<file path="src/rtl/arm_seq_ctrl_pkg.sv">
// Shared definitions for the ARM sequencer: state encoding, PC stepping and alignment.
package arm_seq_ctrl_pkg;

  localparam int unsigned XLEN  = 32;
  localparam int unsigned TMR_W = 8;

  localparam logic [XLEN-1:0] PC_STEP    = 32'd4;
  localparam logic [XLEN-1:0] ALIGN_MASK = 32'hFFFF_FFFC;

  typedef enum logic [2:0] {
    ST_FETCH  = 3'd0,
    ST_DECODE = 3'd1,
    ST_EXEC   = 3'd2,
    ST_HALT   = 3'd3,
    ST_FAULT  = 3'd4
  } seq_state_e;

  function automatic logic [XLEN-1:0] word_align(input logic [XLEN-1:0] addr);
    return addr & ALIGN_MASK;
  endfunction

endpackage

</file>
<file path="src/rtl/arm_seq_ctrl_if.sv">
// Instruction-memory fetch handshake between the sequencer (master) and memory (slave).
interface arm_seq_ctrl_if;

  logic        imem_req;
  logic [31:0] imem_addr;
  logic        imem_ack;
  logic [31:0] imem_rdata;

  modport master (output imem_req, output imem_addr, input imem_ack, input imem_rdata);
  modport slave  (input imem_req, input imem_addr, output imem_ack, output imem_rdata);

endinterface

</file>
<file path="src/rtl/arm_fetch_timer.sv">
// Loadable up-counter; last_c flags the count one below LIMIT so the next enabled tick reaches it.
module arm_fetch_timer
  import arm_seq_ctrl_pkg::*;
#(
  parameter int unsigned LIMIT = 16
) (
  input  logic             clk,
  input  logic             rst,
  input  logic             load,
  input  logic [TMR_W-1:0] load_val,
  input  logic             en,
  output logic             last_c
);

  logic [TMR_W-1:0] cnt;

  always_ff @(posedge clk or posedge rst) begin
    if (rst) begin
      cnt <= '0;
    end else if (load) begin
      cnt <= load_val;
    end else if (en) begin
      cnt <= cnt + TMR_W'(1);
    end
  end

  assign last_c = (cnt == TMR_W'(LIMIT - 1));

endmodule

</file>
<file path="src/rtl/arm_seq_ctrl.sv">
// Multi-cycle FETCH/DECODE/EXEC sequencer: owns the PC, the fetch handshake and retire counting,
// and gates arm_decode write enables by the condition check.
module arm_seq_ctrl
  import arm_seq_ctrl_pkg::*;
#(
  parameter logic [XLEN-1:0] RESET_PC      = 32'h0000_0000,
  parameter int unsigned     FETCH_TIMEOUT = 16
) (
  input  logic             clk,
  input  logic             rst,
  arm_seq_ctrl_if.master   imem,
  output logic [XLEN-1:0]  inst,
  input  logic             cond_pass,
  input  logic             dec_rd_we,
  input  logic             dec_pc_we,
  input  logic             dec_cpsr_we,
  input  logic [XLEN-1:0]  dec_pc_in,
  output logic             rd_we,
  output logic             cpsr_we,
  output logic [XLEN-1:0]  pc,
  input  logic             halt,
  output logic             halted,
  output logic             fault,
  output logic [XLEN-1:0]  retire_cnt
);

  seq_state_e state, state_d;
  logic       tmr_load, tmr_en, tmr_last_c;
  logic       take_branch_c;

  arm_fetch_timer #(.LIMIT(FETCH_TIMEOUT)) u_timer (
    .clk      (clk),
    .rst      (rst),
    .load     (tmr_load),
    .load_val ('0),
    .en       (tmr_en),
    .last_c   (tmr_last_c)
  );

  always_ff @(posedge clk or posedge rst) begin
    if (rst) state <= ST_FETCH;
    else     state <= state_d;
  end

  // Next state, timer control and the EXEC-only write-enable gating.
  always_comb begin
    state_d       = state;
    tmr_load      = 1'b0;
    tmr_en        = 1'b0;
    rd_we         = 1'b0;
    cpsr_we       = 1'b0;
    take_branch_c = 1'b0;
    case (state)
      ST_FETCH: begin
        if (imem.imem_ack) begin
          tmr_load = 1'b1;
          state_d  = ST_DECODE;
        end else begin
          tmr_en = 1'b1;
          if (tmr_last_c) state_d = ST_FAULT;
        end
      end
      ST_DECODE: state_d = ST_EXEC;
      ST_EXEC: begin
        rd_we         = dec_rd_we & cond_pass;
        cpsr_we       = dec_cpsr_we & cond_pass;
        take_branch_c = dec_pc_we & cond_pass;
        state_d       = halt ? ST_HALT : ST_FETCH;
      end
      ST_HALT:  if (!halt) state_d = ST_FETCH;
      ST_FAULT: state_d = ST_FAULT;
      default:  state_d = ST_FAULT;
    endcase
  end

  // Status flags and the request follow the state being entered, so they are clean registers.
  always_ff @(posedge clk or posedge rst) begin
    if (rst) begin
      imem.imem_req <= 1'b0;
      halted        <= 1'b0;
      fault         <= 1'b0;
      inst          <= '0;
      pc            <= RESET_PC;
      retire_cnt    <= '0;
    end else begin
      imem.imem_req <= (state_d == ST_FETCH);
      halted        <= (state_d == ST_HALT);
      fault         <= (state_d == ST_FAULT);
      if (state == ST_FETCH && imem.imem_ack) inst <= imem.imem_rdata;
      if (state == ST_EXEC) begin
        retire_cnt <= retire_cnt + XLEN'(1);
        pc         <= take_branch_c ? word_align(dec_pc_in) : pc + PC_STEP;
      end
    end
  end

  assign imem.imem_addr = pc;

endmodule

</file>
<file path="src/flat_wrapper.sv">
// flat-port wrapper written by rule: the top's interface ports become plain ports
module arm_seq_ctrl_flat import arm_seq_ctrl_pkg::*;
#(
  parameter logic [XLEN-1:0] RESET_PC      = 32'h0000_0000,
  parameter int unsigned     FETCH_TIMEOUT = 16
)
  (clk, rst, inst, cond_pass, dec_rd_we, dec_pc_we, dec_cpsr_we, dec_pc_in, rd_we, cpsr_we, pc, halt, halted, fault, retire_cnt, imem_imem_req, imem_imem_addr, imem_imem_ack, imem_imem_rdata);
  arm_seq_ctrl_if imem_i ();
  input  logic clk;
  input  logic rst;
  output logic [XLEN-1:0] inst;
  input  logic cond_pass;
  input  logic dec_rd_we;
  input  logic dec_pc_we;
  input  logic dec_cpsr_we;
  input  logic [XLEN-1:0] dec_pc_in;
  output logic rd_we;
  output logic cpsr_we;
  output logic [XLEN-1:0] pc;
  input  logic halt;
  output logic halted;
  output logic fault;
  output logic [XLEN-1:0] retire_cnt;
  output wire logic [$bits(imem_i.imem_req)-1:0] imem_imem_req;
  output wire logic [$bits(imem_i.imem_addr)-1:0] imem_imem_addr;
  input wire logic [$bits(imem_i.imem_ack)-1:0] imem_imem_ack;
  input wire logic [$bits(imem_i.imem_rdata)-1:0] imem_imem_rdata;
  assign imem_imem_req = imem_i.imem_req;
  assign imem_imem_addr = imem_i.imem_addr;
  assign imem_i.imem_ack = imem_imem_ack;
  assign imem_i.imem_rdata = imem_imem_rdata;
  arm_seq_ctrl #(.RESET_PC(RESET_PC), .FETCH_TIMEOUT(FETCH_TIMEOUT)) u_core (.clk(clk), .rst(rst), .imem(imem_i), .inst(inst), .cond_pass(cond_pass), .dec_rd_we(dec_rd_we), .dec_pc_we(dec_pc_we), .dec_cpsr_we(dec_cpsr_we), .dec_pc_in(dec_pc_in), .rd_we(rd_we), .cpsr_we(cpsr_we), .pc(pc), .halt(halt), .halted(halted), .fault(fault), .retire_cnt(retire_cnt));
endmodule
</file>
<file path="config.mk">
export PLATFORM = sky130hd
export DESIGN_NAME = arm_seq_ctrl_flat
export DESIGN_NICKNAME = d
export VERILOG_FILES = /design/src/rtl/arm_seq_ctrl_pkg.sv /design/src/rtl/arm_seq_ctrl_if.sv /design/src/rtl/arm_fetch_timer.sv /design/src/rtl/arm_seq_ctrl.sv /design/src/flat_wrapper.sv
export SDC_FILE = /design/constraint.sdc
export NUM_CORES = 1
export LEC_CHECK = 0
export CORE_MARGIN = 2
export CORE_UTILIZATION = 44
export DETAILED_ROUTE_END_ITERATION = 8
export HOLD_SLACK_MARGIN = 0.1
export PLACE_DENSITY = 0.85
export SETUP_SLACK_MARGIN = 0.05
export SYNTH_ARGS = -nofsm -noshare
export SYNTH_HDL_FRONTEND = slang
export SYNTH_SLANG_ARGS = --single-unit
</file>
<file path="constraint.sdc">
create_clock -name clk -period 4.44 [get_ports clk]
set_input_delay 1.332 -clock clk [delete_from_list [all_inputs] [get_ports clk]]
set_output_delay 1.332 -clock clk [all_outputs]
set_load 0.05 [all_outputs]
</file>
## Word-level counts from Yosys, hierarchy flattened

Cells that the tools add are included.
Widths: inputs -> output; s select.

| operators by class | value |
|---|---|
| equality and inequality tests | 6 |
| bitwise gates (word level) | 3 |
| muxes and demuxes | 15 |
| reduce and logical (&&, ||, !) cells | 4 |
| add/sub/neg operators | 3 |

Operators with widths:

| cell | number |
|---|---|
| $add 32x1->32 const B | 1 |
| $add 32x3->32 const B | 1 |
| $mux 32 | 1 |
| $mux 8 | 2 |
| $pmux 3 s4 | 1 |
| $eq 3x2->1 const B | 3 |
| $mux 3 | 3 |
| $add 8x1->8 const B | 1 |
| $eq 8x4->1 const B | 1 |
| $mux 1 | 7 |
| $logic_not 3->1 | 2 |
| $and 1x1->1 | 3 |
| $eq 3x1->1 const B | 1 |
| $eq 3x3->1 const B | 1 |
| $mux 2 | 1 |
| $reduce_bool 2->1 | 1 |
| $logic_and 1x1->1 | 1 |

| storage, ports and cells | value |
|---|---|
| logic and storage cells | 39 |
| register bits | 110 |
| input bits | 72 |

## Depth between registers and ports, before layout

| logic depth | value |
|---|---|
| depth in word-level cells | 5 |
| mapped depth | 7 |
| gate-level depth less buffers | 6 |

## Hierarchy

A second synthesis with hierarchy kept.

| unflattened totals | value |
|---|---|
| cell total of the unflattened synthesis | 518 |
| area, all modules | 5,449.0 um2 |

By module, submodules not included:

| module | area an instance (um2) | cells an instance | instances |
|---|---|---|---|
| arm_seq_ctrl | 4,981.0 | 468 | 1 |
| arm_fetch_timer | 467.9 | 50 | 1 |

## Worst setup path after synthesis

Ideal clock, no wire load.

| timing | value |
|---|---|
| path kind | input to output |
| start | input dec_cpsr_we |
| end | output cpsr_we |
| cell stages on the path | 1 |
| buffers on the path | 0 |
| slack | 1.332 ns |
| arrival time | 1.776 ns |
| path through | and3_1 |

| on the way | value |
|---|---|
| word-level cells in the longest chain between the ends | 2 |

Ends and longest elaborated chain:

| item | line | source |
|---|---|---|
| start: declaration | flat_wrapper.sv:15 | `input logic dec_cpsr_we;` |
| $and 1x1->1 | arm_seq_ctrl.sv:66 | `cpsr_we = dec_cpsr_we & cond_pass;` |
| $mux 1 | arm_seq_ctrl.sv:53 | `case (state)` |
| end: declaration | flat_wrapper.sv:18 | `output logic cpsr_we;` |

Every way passes these cells.

## Final worst setup path

| timing | value |
|---|---|
| start | input cond_pass |
| end | output rd_we |

| on the way | value |
|---|---|
| word-level cells in the longest chain between the ends | 2 |

Ends and longest elaborated chain:

| item | line | source |
|---|---|---|
| start: declaration | flat_wrapper.sv:12 | `input logic cond_pass;` |
| $and 1x1->1 | arm_seq_ctrl.sv:65 | `rd_we = dec_rd_we & cond_pass;` |
| $mux 1 | arm_seq_ctrl.sv:53 |  |
| end: declaration | flat_wrapper.sv:17 | `output logic rd_we;` |

Every way passes these cells.

==> flow_summary.json <==
{
  "synth-seq-area-share_pct": 50.70,
  "totalWireLength_um": 13920,
  "fin_util_pct": 63.15,
  "area_delta_synth_final_pct": 41.13,
  "cp_max_fo": 4,
  "ys_ff_latch": 108,
  "ant_nets": 0,
  "max_freq_mhz": 281.7,
  "grt-ovfl-total": 0,
  "synth_area_leaders": "dfrtp_1 (51%), mux2_2 (7.0%), buf_4 (4.8%)",
  "antenna_cells": 0,
  "cp.arrival_ns": 2.22,
  "coreArea_um2": 11910,
  "rows": 40,
  "use_met2_pct": 35.60,
  "skew_ns": 0.005223,
  "synth_cell_types": 47,
  "hpwl_um": 10160,
  "grt.busiest_layer": "met2",
  "hold_path.class": "flip-flop to flip-flop",
  "die_area_um2": 13010,
  "antenna_found_initial": 1,
  "fin_crit_sh_pct": 79.94,
  "status": "completed",
  "endpoint_kind": "primary output",
  "synth_top_cell_area_share_pct": 50.70,
  "start_util_pct": 44.75,
  "critical_path.startpoint_type": "input port",
  "r2r-start": "u_core.imem.imem_addr[3]$_DFFE_PP0P_",
  "cts_buffers": 9,
  "die_h_um": 114.1,
  "hold_path_depth": 1,
  "max-slew-margin-rel_pct": 35.15,
  "avgSynthCellArea_um2": 10.27,
  "fin_setup_tns_ns": 0,
  "setup_viol": 0,
  "p_total_uw": 2005,
  "place_area_um2": 7221,
  "hold_viol": 0,
  "drv_cap": 0,
  "ctsHoldBuffers": 0,
  "gr-usage-all-layers_pct": 21.69,
  "clk_pin_slew_worst_paths_ns": 0.07,
  "power_density_nw_per_um2": 266.5,
  "cts_setup_buffers": 0,
  "ir_drop_uv": 203.3,
  "clock_latency_ns": 0.34,
  "p_leak_uw": 0.003133,
  "drive_gt1_share_pct": 9.343,
  "fin_nets": 756,
  "async_flop_share_pct": 100.0,
  "use_met3_pct": 6.511,
  "final_cell_area_um2": 7522,
  "cts_sinks": 108,
  "drt_pass1_iterations": 5,
  "boundaryPins": 205,
  "grt_start_max_net_pins": 56,
  "grt_pass1_wl_um": 22300,
  "fillers": 983,
  "netlist_area_um2": 5330,
  "yosys_warnings": 0,
  "portBuffers": 198,
  "crit_type": "input port to primary output",
  "worstHoldEndpoint": "u_core.retire_cnt[31]$_DFFE_PP0P_",
  "cts_tree": "built",
  "worst_pin_slew_ns": 0.9639,
  "r2r_cells": 6,
  "synth_ff_type": "dfrtp_1",
  "rr_endpoint": "u_core.imem.imem_addr[22]$_DFFE_PP0P_",
  "drt-initial-drc-count": 308,
  "slew_violations": 0,
  "grt_use_met1_pct": 26.88,
  "synth_top_area_cell": "dfrtp_1",
  "cts.repair.resized": 0,
  "gp_congestion": 0.8300,
  "drc": 0,
  "via_count": 4551,
  "crit_required_ns": 3.11,
  "clockRootBuffer": "clkbuf_16",
  "grt_pass1_vias": 4478,
  "r2r_slack_ns": 2.14,
  "min_from": "u_core.retire_cnt[31]$_DFFE_PP0P_",
  "timing.final.crit_period_ns": 3.549,
  "die_w_um": 114.1,
  "synth_edf_count": 0,
  "syn_inst": 519,
  "cts_buffer_depth": 2,
  "avgRoutedWirePerCell_um": 16.73,
  "rsz0062_at_grt": "false",
  "viasPerCell": 5.470,
  "htreeDepth": 3
}
[cell type report]
type	count	area, um^2	share of cell area (%)
clock buffers	11	252.7	3.360
clock inverters	4	48.80	0.6487
inverters	6	25.02	0.3327
multi-input cells	353	2282	30.34
flip-flops and latches	108	2703	35.93
well taps	147	183.9	2.445
repair buffers	203	2027	26.95
[per-layer routing]
layer / vias to the layer above / routed length [um] / part of all wire, %
met5: - / 11 / 0.079
met4: 2 / 266 / 1.9
met3: 21 / 1267 / 9.1
met2: 215 / 6961 / 50
met1: 2182 / 5411 / 39
li1: 2131 / - / -
[Yosys cell counts (11+ instances only)]
library cell  count
nand3_1          31
o21ai_0          24
buf_4            34
dfrtp_1         108
nand2_1          47
a21oi_1          28
clkbuf_1         17
xnor2_1          29
mux2_2           33
xor2_1           11
nand4_1          14
nor2_1           36
[worst max path at each step]
stage	start	endpoint	slack, ns	cells past startpoint
after floorplan	rst	u_core.fault$_DFF_PP0_	0.26	1
after global placement	cond_pass	rd_we	0.91	3
after detailed placement	cond_pass	rd_we	0.88	3
after CTS	cond_pass	rd_we	0.88	3
after global routing	cond_pass	rd_we	0.86	3
final	cond_pass	rd_we	0.89	3
[power by group]
part / total (uW) / leakage [uW] / switching, uW / internal (uW)
combinational: 189 / 0.00159 / 103 / 86.0
sequential: 1000 / 0.00140 / 10.8 / 989
clock: 816 / 0.000151 / 352 / 464
total: 2000 / 0.00313 / 465 / 1540
[per-stage QoR]
stage | worst slack, ns | cells | hold WS, ns
after floorplan | 0.2624 | 522 | 0.4656
after global placement | 0.9142 | 817 | 0.4594
final | 0.8907 | 832 | 0.4695
after global routing | 0.8628 | 832 | 0.5129
after detailed placement | 0.8811 | 817 | 0.4616
after CTS | 0.8842 | 832 | 0.4709
[sequential cells by signal, indices dropped and copies added (netlist names)]
register / flops
u_core.inst: 32
u_core.halted: 1
u_core.fault: 1
u_core.u_timer.cnt: 8
u_core.state: 3
u_core.imem.imem_addr: 30
u_core.imem.imem_req: 1
u_core.retire_cnt: 32
[cells in the final DEF, fill, tap and decap left out, types with 2 or more instances in the layout]
| master | count |
|---|---|
| a21oi_1 | 28 |
| a2bb2oi_1 | 5 |
| a311oi_1 | 6 |
| a31oi_1 | 4 |
| a41o_1 | 2 |
| and2_1 | 6 |
| and3_1 | 9 |
| and4_1 | 8 |
| buf_4 | 6 |
| clkbuf_16 | 9 |
| clkbuf_8 | 2 |
| clkdlybuf4s50_1 | 196 |
| clkinv_2 | 2 |
| conb_1 | 4 |
| dfrtp_1 | 108 |
| ha_1 | 3 |
| inv_1 | 5 |
| mux2_2 | 33 |
| nand2_1 | 47 |
| nand2b_1 | 5 |
| nand3_1 | 31 |
| nand4_1 | 14 |
| nor2_1 | 36 |
| nor3_1 | 10 |
| nor4_1 | 2 |
| o21ai_0 | 24 |
| o22a_1 | 2 |
| o22ai_1 | 8 |
| o41ai_1 | 2 |
| or3_1 | 5 |
| or4_1 | 3 |
| xnor2_1 | 29 |
| xor2_1 | 11 |
[worst max-delay path, stage by stage]
cell             delay [ns]
clkdlybuf4s50_1        0.52
and3_1                 0.17
buf_4                  0.19
[cells by family (layout without fill, tap and decap cells)]
kind of cell,after synthesis,count (layout),share of synthesized area [%]
buffers and inverters,61,224,6.784
adder cells (fa/ha/maj),3,3,0.7043
multiplexers,33,33,6.972
AND/OR/NAND/NOR,186,186,18.15
AO/OA/AOI/OAI,87,87,10.05
flip-flops,108,108,50.70
XOR/XNOR,40,40,6.573
other,1,4,0.07035
(Power assumes the default switching activity.)
